## src/rtl/vend_ctrl.sv

```systemverilog
// vend_ctrl: vending-machine transaction controller (coin credit, timed dispense, paced change/refund pulses)
// Ports:
//   clk, rst_n        clock, asynchronous active-low reset
//   i_coin_half       one-cycle flag, 0.5-unit coin inserted
//   i_coin_one        one-cycle flag, 1-unit coin inserted
//   i_cancel          one-cycle flag, abort and refund credit
//   o_credit          credit (IDLE/DISPENSE) or remaining refund (CHANGE), in half-units
//   o_dispense        goods release, high for DISP_CYCLES cycles
//   o_change_pulse    one-cycle pulse per refunded half-unit
//   o_busy            high in DISPENSE or CHANGE; input flags ignored meanwhile
module vend_ctrl #(
  parameter int PRICE       = 5,
  parameter int CREDIT_W    = 4,
  parameter int DISP_CYCLES = 50_000_000,
  parameter int GAP         = 25_000_000
) (
  input  logic                clk,
  input  logic                rst_n,
  input  logic                i_coin_half,
  input  logic                i_coin_one,
  input  logic                i_cancel,
  output logic [CREDIT_W-1:0] o_credit,
  output logic                o_dispense,
  output logic                o_change_pulse,
  output logic                o_busy
);
  localparam int DW = $clog2(DISP_CYCLES + 1);
  localparam int GW = $clog2(GAP + 1);
  typedef enum logic [1:0] {S_IDLE, S_DISP, S_CHG} state_t;
  state_t              r_state;
  logic [CREDIT_W-1:0] r_credit;
  logic                r_dispense;
  logic                r_change_pulse;
  logic                r_busy;
  logic [DW-1:0]       r_disp_cnt;
  logic [GW-1:0]       r_gap_cnt;
  logic [CREDIT_W-1:0] w_sum;
  // both coin flags in the same cycle are counted together
  assign w_sum = r_credit + CREDIT_W'(i_coin_half) + CREDIT_W'({i_coin_one, 1'b0});
  assign o_credit       = r_credit;
  assign o_dispense     = r_dispense;
  assign o_change_pulse = r_change_pulse;
  assign o_busy         = r_busy;
  always_ff @(posedge clk or negedge rst_n) begin
    if (!rst_n) begin
      r_state        <= S_IDLE;
      r_credit       <= '0;
      r_dispense     <= 1'b0;
      r_change_pulse <= 1'b0;
      r_busy         <= 1'b0;
      r_disp_cnt     <= '0;
      r_gap_cnt      <= '0;
    end else begin
      case (r_state)
        S_IDLE: begin
          r_credit <= w_sum;
          if (i_cancel) begin
            r_state <= S_CHG;
            r_busy  <= 1'b1;
          end else if (w_sum >= CREDIT_W'(PRICE)) begin
            r_state    <= S_DISP;
            r_dispense <= 1'b1;
            r_busy     <= 1'b1;
            r_disp_cnt <= DW'(DISP_CYCLES - 1);
          end
        end
        S_DISP: begin
          if (r_disp_cnt == '0) begin
            r_dispense <= 1'b0;
            r_credit   <= r_credit - CREDIT_W'(PRICE);
            r_state    <= S_CHG;
          end else begin
            r_disp_cnt <= r_disp_cnt - DW'(1);
          end
        end
        S_CHG: begin
          // gap counter enters at 0 so the first pulse follows one cycle after entry
          if (r_credit == '0) begin
            r_state        <= S_IDLE;
            r_busy         <= 1'b0;
            r_change_pulse <= 1'b0;
            r_gap_cnt      <= '0;
          end else if (r_gap_cnt == '0) begin
            r_change_pulse <= 1'b1;
            r_credit       <= r_credit - CREDIT_W'(1);
            r_gap_cnt      <= GW'(GAP - 1);
          end else begin
            r_change_pulse <= 1'b0;
            r_gap_cnt      <= r_gap_cnt - GW'(1);
          end
        end
        default: begin
          r_state        <= S_IDLE;
          r_credit       <= '0;
          r_dispense     <= 1'b0;
          r_change_pulse <= 1'b0;
          r_busy         <= 1'b0;
          r_disp_cnt     <= '0;
          r_gap_cnt      <= '0;
        end
      endcase
    end
  end
endmodule

```

## config.mk

```make
export PLATFORM = sky130hd
export DESIGN_NAME = vend_ctrl
export DESIGN_NICKNAME = d
export VERILOG_FILES = /design/src/rtl/vend_ctrl.sv
export SDC_FILE = /design/constraint.sdc
export NUM_CORES = 1
export LEC_CHECK = 0
export ABC_CLOCK_PERIOD_IN_PS = 2300
export BUFFER_PORTS_ARGS = -buffer_cell sky130_fd_sc_hd__buf_4
export CORE_MARGIN = 3
export CORE_UTILIZATION = 40
export DETAILED_ROUTE_END_ITERATION = 8
export GPL_ROUTABILITY_DRIVEN = 1
export SETUP_SLACK_MARGIN = 0.4
export SKIP_LAST_GASP = 1
export SYNTH_ARGS = -nofsm -noshare
export SYNTH_HDL_FRONTEND = slang
export SYNTH_SLANG_ARGS = --single-unit
```

## constraint.sdc

```tcl
create_clock -name clk -period 2.3 [get_ports clk]
set_input_delay 0.23 -clock clk [delete_from_list [all_inputs] [get_ports clk]]
set_output_delay 0.23 -clock clk [all_outputs]
set_load 0.02 [all_outputs]
```

==> metrics.md, run 1 <==
| Metric | Value |
|---|---|
| Mapped Nets | `442` |
| HP Class | `input pin to async pin` |
| Required time worst endpoint | `2.53 ns` |
| Clock root buffer master | `clkbuf_8` |
| Most frequent cells after synthesis | `dfrtp_1 (60), o21ai_0 (41), nor2_1 (36)` |
| Initial detailed-routing violation count | `287` |
| Biggest area consumer among synthesized cells | `dfrtp_1` |
| Avg Inst Size Synth | `8.87 µm²` |
| CP Buf/Inv Count | `0` |
| YS warnings | `0` |
| Pin count of the biggest net entering global routing | `61` |
| Met3 wire len | `647 µm` |
| CTS sink cnt | `60` |
| Setup TNS | `0 ns` |
| Vias in the first global route | `3,818` |
| Area contributors post-synth | `dfrtp_1 (40%), o21ai_0 (5.4%), nor2_1 (3.6%)` |
| Critical Path End Type | `register` |
| Hold Fails Final Rpt | `27` |
| Largest delay share family, worst path | `simple AND/OR/NAND/NOR gates` |
| Violated checks | `negative hold slack` |
| Num CTS Buffers | `9` |
| I/O Pins | `12` |
| RR Startpoint | `r_disp_cnt[13]` |
| Startpoint Class | `register` |
| Total global routing track utilization | `23.1%` |
| Reg2Reg Depth | `5` |
| Initial Util | `42.3%` |
| Area grow syn2layout | `49.6%` |
| DR pass1 iterations | `4` |
| Cell variety after synth | `60` |
| FMAX | `441 MHz` |
| Routed vias/inst | `6.16` |
| Global-route wire length before repair | `19,300 µm` |
| Clock skew | `0.0104 ns` |
| Critical path's largest stage delay | `0.57 ns` |
| Status | `finished with violations` |
| Number of port buffers | `11` |
| CP Capture Point | `o_credit[1]` |
| Final antenna-violating net count | `0` |
| # DRC | `0` |
| Hold Slack | `-0.0515 ns` |
| Crit path max fanout | `4` |
| Critical path class | `register to register` |
| Max Root-Sink Buffers | `2` |
| Tcrit/Tclk final | `98.7%` |
| Detail Route met2 WL | `5620 µm` |
| Power Density | `348 nW/µm²` |
| Avg WL per Cell | `19.0 µm` |
| Number of synthesized flops with an enable pin | `0` |
| Top-count cell post-synth | `dfrtp_1` |
| Initial antenna violation count | `0` |
| VDD IR max | `0.000235 V` |
| Reg-to-Reg End | `o_credit[1]` |
| HPWL after DPL | `6940 µm` |
| Routed WL | `11,900 µm` |
| Clk slew on worst S/H paths | `0.07 ns` |
| Worst Setup SP | `r_disp_cnt[13]` |
| Cell depth of the worst setup path | `5` |
| Met1 Wirelength | `5430 µm` |
| Die Y-Extent | `103 µm` |
| Grt ovf | `0` |
| Hold_buf cts | `0` |
| Crit path DAT | `2.50 ns` |
| Die Footprint | `10,600 µm²` |
| CP cell instances | `or4_4 > or2_4 > o31a_1 > a21oi_4 > mux2_4` |
| Worst-Skew Late Latency | `0.34 ns` |
| Max-slew violation count | `0` |
| Asr flop ratio synth | `100%` |
| Slowest-stage cell, CP | `or4_4` |
| Sequential share of the synthesized area | `39.7%` |
| Chip Width | `103 µm` |
| Mapped Area | `3780 µm²` |
| Share of layout cells above drive strength 1 | `45.0%` |
| Site row count | `34` |
| RSZ-0062 raised after global routing | `true` |
| Fin crit period | `2.27 ns` |
| Placer Congestion | `0.902` |
| TritonCTS clock tree | `built` |
| H-tree Lvls | `3` |
| Core area | `8930 µm²` |
| Mapped Cells | `426` |
| Seq cells post-synth | `60` |
| DR top layer | `met4` |
| Post-synth top flop | `dfrtp_1` |
| Least-Margin Pin Slew | `0.788 ns` |
| Maximum capacitance violations | `0` |
| R2R setup slack | `0.03 ns` |
| Setup violators final | `0` |
| Synth top area share | `39.7%` |
| LEAKAGE | `2.37 nW` |
| Final net count | `529` |
| Diodes inserted | `0` |
| Max-slew headroom at the worst pin | `47.5%` |
| Vias | `3,856` |
worst min-delay path by stage:
stage                     cells past startpoint  slack [ns]  start       endpoint
final                                         1       -0.05  rst_n  r_gap_cnt[18]
after floorplan                               0       -0.07  rst_n         o_busy
after detailed placement                      1        0.37  rst_n  r_gap_cnt[17]
after CTS                                     1       0.008  rst_n  r_gap_cnt[12]
after global placement                        1        0.36  rst_n  r_gap_cnt[17]
after global routing                          1        0.03  rst_n  r_gap_cnt[21]
worst reg2reg max path: stages (launching register included):
cell	delay, ns
dfrtp_1	0.41
or4_4	0.57
or2_4	0.26
o31a_1	0.36
a21oi_4	0.24
mux2_4	0.32
per-stage QoR:
stage	std cells	util [%]	setup WS [ns]	total power [mW]	instance area (µm²)
after floorplan	426	-	0.0176	1.08	3990
after global placement	566	49.4	0.0301	1.11	4420
after detailed placement	566	49.4	-0.0254	1.11	4420
after CTS	615	59.9	-0.00491	1.98	5350
after global routing	626	63.2	0.00200	2.04	5650
final	626	63.2	0.0309	1.97	5650
power by group:
group          leakage [nW]  total (mW)  internal [mW]  switching [mW]
clock network        0.0905       0.877          0.449           0.428
logic                  1.52      0.0353        0.00869          0.0266
registers             0.762        1.05           1.05               0
sequential cells by signal, summed over array words and instances, names as in the netlist:
| name | count |
|---|---|
| o_credit | 4 |
| r_gap_cnt | 25 |
| o_change_pulse | 1 |
| r_state | 2 |
| r_disp_cnt | 26 |
| o_dispense | 1 |
| o_busy | 1 |
per-layer routing:
metal | global-route usage [%] | vias up
met4 | 7.17 | 0
met2 | 36.5 | 124
met1 | 32.5 | 1906
li1 | - | 1803
met3 | 3.89 | 23
met5 | 0 | -
layout by cell type, fill, tap and decap left out, drive strengths merged, types with 9 or more instances in the layout:
cell,netlist,final
o31ai,12,12
buf,8,102
clkbuf,19,14
nand3,16,16
o211ai,9,9
nand4,12,12
a21oi,24,24
ha,10,10
inv,16,16
nor3,13,13
nor2,36,36
o21ai,44,44
dfrtp,60,60
nand2,16,17
nor4,13,13
or4,9,9
a31oi,13,13
final cells by class:
| class | instances | area, µm² |
|---|---|---|
| multi-input cells | 324 | 2780 |
| repair buffers | 102 | 996 |
| inverters | 16 | 60.1 |
| fillers | 707 | 3280 |
| clock buffers | 14 | 163 |
| well taps | 108 | 135 |
| flip-flops and latches | 60 | 1510 |
| clock inverters | 2 | 10.0 |
cell families after synthesis:
logic type      count (synthesis)  synth area share [%]
mux                             6                  1.76
flops                          60                  39.7
compound gates                145                  25.5
buf+inv                        43                  4.47
fa+ha+maj                      11                  3.84
simple gates                  153                  22.9
xor+xnor                        8                  1.85
timing repair:
item | CTS | global route
setup endpoints to repair | 60 | 60
gates cloned | 7 | 0
pin swaps | 57 | 39
buffers inserted | 26 | 11
resized for setup | 120 | 43
Note: power is estimated with default switching activity, not from simulation.
==> inputs of run 2 (changes only) <==
--- a/config.mk
+++ b/config.mk
@@ -5,12 +5,14 @@
 export SDC_FILE = /design/constraint.sdc
 export NUM_CORES = 1
 export LEC_CHECK = 0
+export ABC_AREA = 1
 export ABC_CLOCK_PERIOD_IN_PS = 2300
 export BUFFER_PORTS_ARGS = -buffer_cell sky130_fd_sc_hd__buf_4
 export CORE_MARGIN = 3
-export CORE_UTILIZATION = 40
+export CORE_UTILIZATION = 57
 export DETAILED_ROUTE_END_ITERATION = 8
 export GPL_ROUTABILITY_DRIVEN = 1
+export PLACE_DENSITY = 0.77
 export SETUP_SLACK_MARGIN = 0.4
 export SKIP_LAST_GASP = 1
 export SYNTH_ARGS = -nofsm -noshare
==> run 2 against run 1 <==
  * The flow now finishes without violations
  * Utilization increased by 6.9 points
  * Critical endpoint is now r_disp_cnt[14]
  * Wire length decreased by 14%
  * First-iteration DRC count down 9.1%
  * Critical path type unchanged
  * Clock skew fell by 0.0047 ns
  * Via count increased by 3.9%
  * Highest routed layer unchanged
  * Synthesized cell count is 38% higher
  * Combinational power rose to 140 times the previous value
  * Setup slack better by 0.26 ns
  * Die area down 23%
  * Largest cell class unchanged
==> metrics.md, run 2 <==
| Metric | Value |
|---|---|
| Status | `finished, final reports clean` |
| Mapped Cells | `589` |
| Post-Place Worst Slack | `0.280 ns` |
| Final antenna-violating net count | `0` |
| Avg WL per Cell | `14.1 µm` |
| Critical Path End Type | `register` |
| Vias in the first global route | `3,724` |
| Global-route wire length before repair | `16,700 µm` |
| Grt ovf | `0` |
| Asr flop ratio synth | `100%` |
| DR pass1 iterations | `5` |
| Placer Congestion | `0.921` |
| Worst-Skew Late Latency | `0.34 ns` |
| HPWL after DPL | `6540 µm` |
| Area grow syn2layout | `18.3%` |
| Tcrit/Tclk final | `87.5%` |
| Most common cell after layout, fill and taps aside | `nand2_1` |
| Critical path's largest stage delay | `0.43 ns` |
| Diodes inserted | `0` |
| Clk slew on worst S/H paths | `0.07 ns` |
| Sequential share of the synthesized area | `36.9%` |
| Worst Setup Slack, final | `0.287 ns` |
| Maximum capacitance violations | `0` |
| Number of synthesized flops with an enable pin | `0` |
| Reg2Reg Depth | `10` |
| H-tree Lvls | `3` |
| Final core utilization | `70.1%` |
| Number of port buffers | `11` |
| Die Footprint | `8190 µm²` |
| CP Buf/Inv Count | `2` |
| HP Class | `input pin to register` |
| Initial antenna violation count | `0` |
| Max-slew violation count | `0` |
| CTS sink cnt | `60` |
| CP Capture Point | `r_disp_cnt[14]` |
| FMAX | `497 MHz` |
| Crit path DAT | `2.25 ns` |
| Biggest area consumer among synthesized cells | `dfrtp_1` |
| I/O Pins | `12` |
| Num CTS Buffers | `9` |
| Power Density | `1660 nW/µm²` |
| RR Startpoint | `o_credit[0]` |
| R2R setup slack | `0.29 ns` |
| Share of layout cells above drive strength 1 | `18.0%` |
| Critical path class | `register to register` |
| TritonCTS clock tree | `built` |
| Largest delay share family, worst path | `adder cells` |
| Max Root-Sink Buffers | `2` |
| Core area | `6870 µm²` |
| Max-slew headroom at the worst pin | `49.1%` |
| Vias | `4,008` |
| Max FFs per register | `26` |
| Total power | `8.01 mW` |
| Post-synth top flop | `dfrtp_1` |
| LEAKAGE | `2.48 nW` |
| Startpoint Class | `register` |
| Post-DP Area | `4300 µm²` |
| Cell depth of the worst setup path | `10` |
| Avg Inst Size Synth | `6.91 µm²` |
| Largest Register | `r_disp_cnt` |
| Hold Fails Final Rpt | `0` |
| Total global routing track utilization | `24.6%` |
| Initial detailed-routing violation count | `261` |
| Synth top area share | `36.9%` |
| Most frequent cells after synthesis | `nand2_1 (185), nor2_1 (84), nand3_1 (61)` |
| Crit path max fanout | `18` |
| Top-count cell post-synth | `nand2_1` |
| YS warnings | `0` |
| VDD IR max | `0.000935 V` |
| Slowest-stage cell, CP | `dfrtp_2` |
| Setup violators final | `0` |
| Mapped Area | `4070 µm²` |
| Initial Util | `59.3%` |
| Reg-to-Reg End | `r_disp_cnt[14]` |
| Fin crit period | `2.01 ns` |
| Site row count | `30` |
| CP cell instances | `ha_4 > inv_2 > fa_2 > nand2_2 > a21oi_2 > a21oi_2 > nand2_4 > buf_16 > nand2_1 > nand2_1` |
| Setup TNS | `0 ns` |
| Commonest cells after routing, fill and taps aside | `nand2_1 (171), nor2_1 (83), nand3_1 (59)` |
| Total placed cells including tap cells | `692` |
| Worst Setup SP | `o_credit[0]` |
| Mapped Nets | `605` |
| Least-Margin Pin Slew | `0.764 ns` |
| Pin count of the biggest net entering global routing | `61` |
| Clock root buffer master | `clkbuf_8` |
| Die Y-Extent | `90.5 µm` |
| RSZ-0062 raised after global routing | `true` |
| Cell variety after synth | `41` |
| Required time worst endpoint | `2.54 ns` |
| Routed vias/inst | `5.50` |
| Design Area, Final | `4820 µm²` |
| # DRC | `0` |
| Seq cells post-synth | `60` |
| Post-Layout Cell Count | `729` |
| Chip Width | `90.5 µm` |
| Area contributors post-synth | `dfrtp_1 (37%), nand2_1 (17%), nor2_1 (7.7%)` |
| Hold Slack | `0.181 ns` |
| Final net count | `644` |
| Clock skew | `0.00563 ns` |
| Routed WL | `10,200 µm` |
[run 2: layout make-up]
cell class              count  area (µm²)
clock inverters             3        42.5
multi-input cells         456        2370
inverters                  61         233
clock buffers              13         179
fillers                   568        2050
repair buffers             40         364
well taps                  96         120
flip-flops and latches     60        1500
[run 2: report_power, final]
group          internal, mW  leakage (nW)  switching, mW  total [mW]
combinational          1.92          1.59           3.13        5.05
sequential             1.47         0.780          0.456        1.92
clock                 0.617         0.112          0.424        1.04
[run 2: logic make-up (layout without fill, tap and decap cells)]
kind of cell,after synthesis,after routing,share of synthesized area [%]
buffers and inverters,74,117,8.11
AND/OR/NAND/NOR,363,364,38.2
adder cells (fa/ha/maj),11,11,3.56
XOR/XNOR,20,20,4.30
AO/OA/AOI/OAI,61,61,8.97
flip-flops,60,60,36.9
[run 2: repair_timing]
action | 4_1_cts | 5_1_grt
buffers inserted | 5 | 11
cloned | 1 | 3
gates resized for setup | 6 | 24
hold buffers | 1 | 0
pin swaps | 4 | 12
hold endpoints to repair | 60 | 0
setup endpoints to repair | 42 | 49
[run 2: worst min-delay path by stage]
stage                  start             to  slack, ns  cells past startpoint
finish              i_cancel     r_state[0]       0.18                      4
global route        i_cancel     r_state[0]       0.20                      4
CTS                 i_cancel     r_state[0]       0.18                      4
detailed placement     rst_n  r_disp_cnt[7]       0.36                      1
global placement       rst_n  r_disp_cnt[7]       0.35                      1
floorplan              rst_n         o_busy      -0.07                      0
[run 2: layer usage]
layer | vias up | GRT usage (%) | routed length [µm]
met5 | - | 0 | 0
met4 | 0 | 8.29 | 241
met3 | 25 | 5.17 | 585
met2 | 149 | 41.6 | 5080
met1 | 1860 | 31.2 | 4340
li1 | 1974 | - | -
[run 2: worst register-to-register path, stage by stage, from the launching register on]
cell and delay, ns:
dfrtp_2 0.43, ha_4 0.17, inv_2 0.05, fa_2 0.43
nand2_2 0.07, a21oi_2 0.06, a21oi_2 0.23, nand2_4 0.15
buf_16 0.20, nand2_1 0.07, nand2_1 0.05
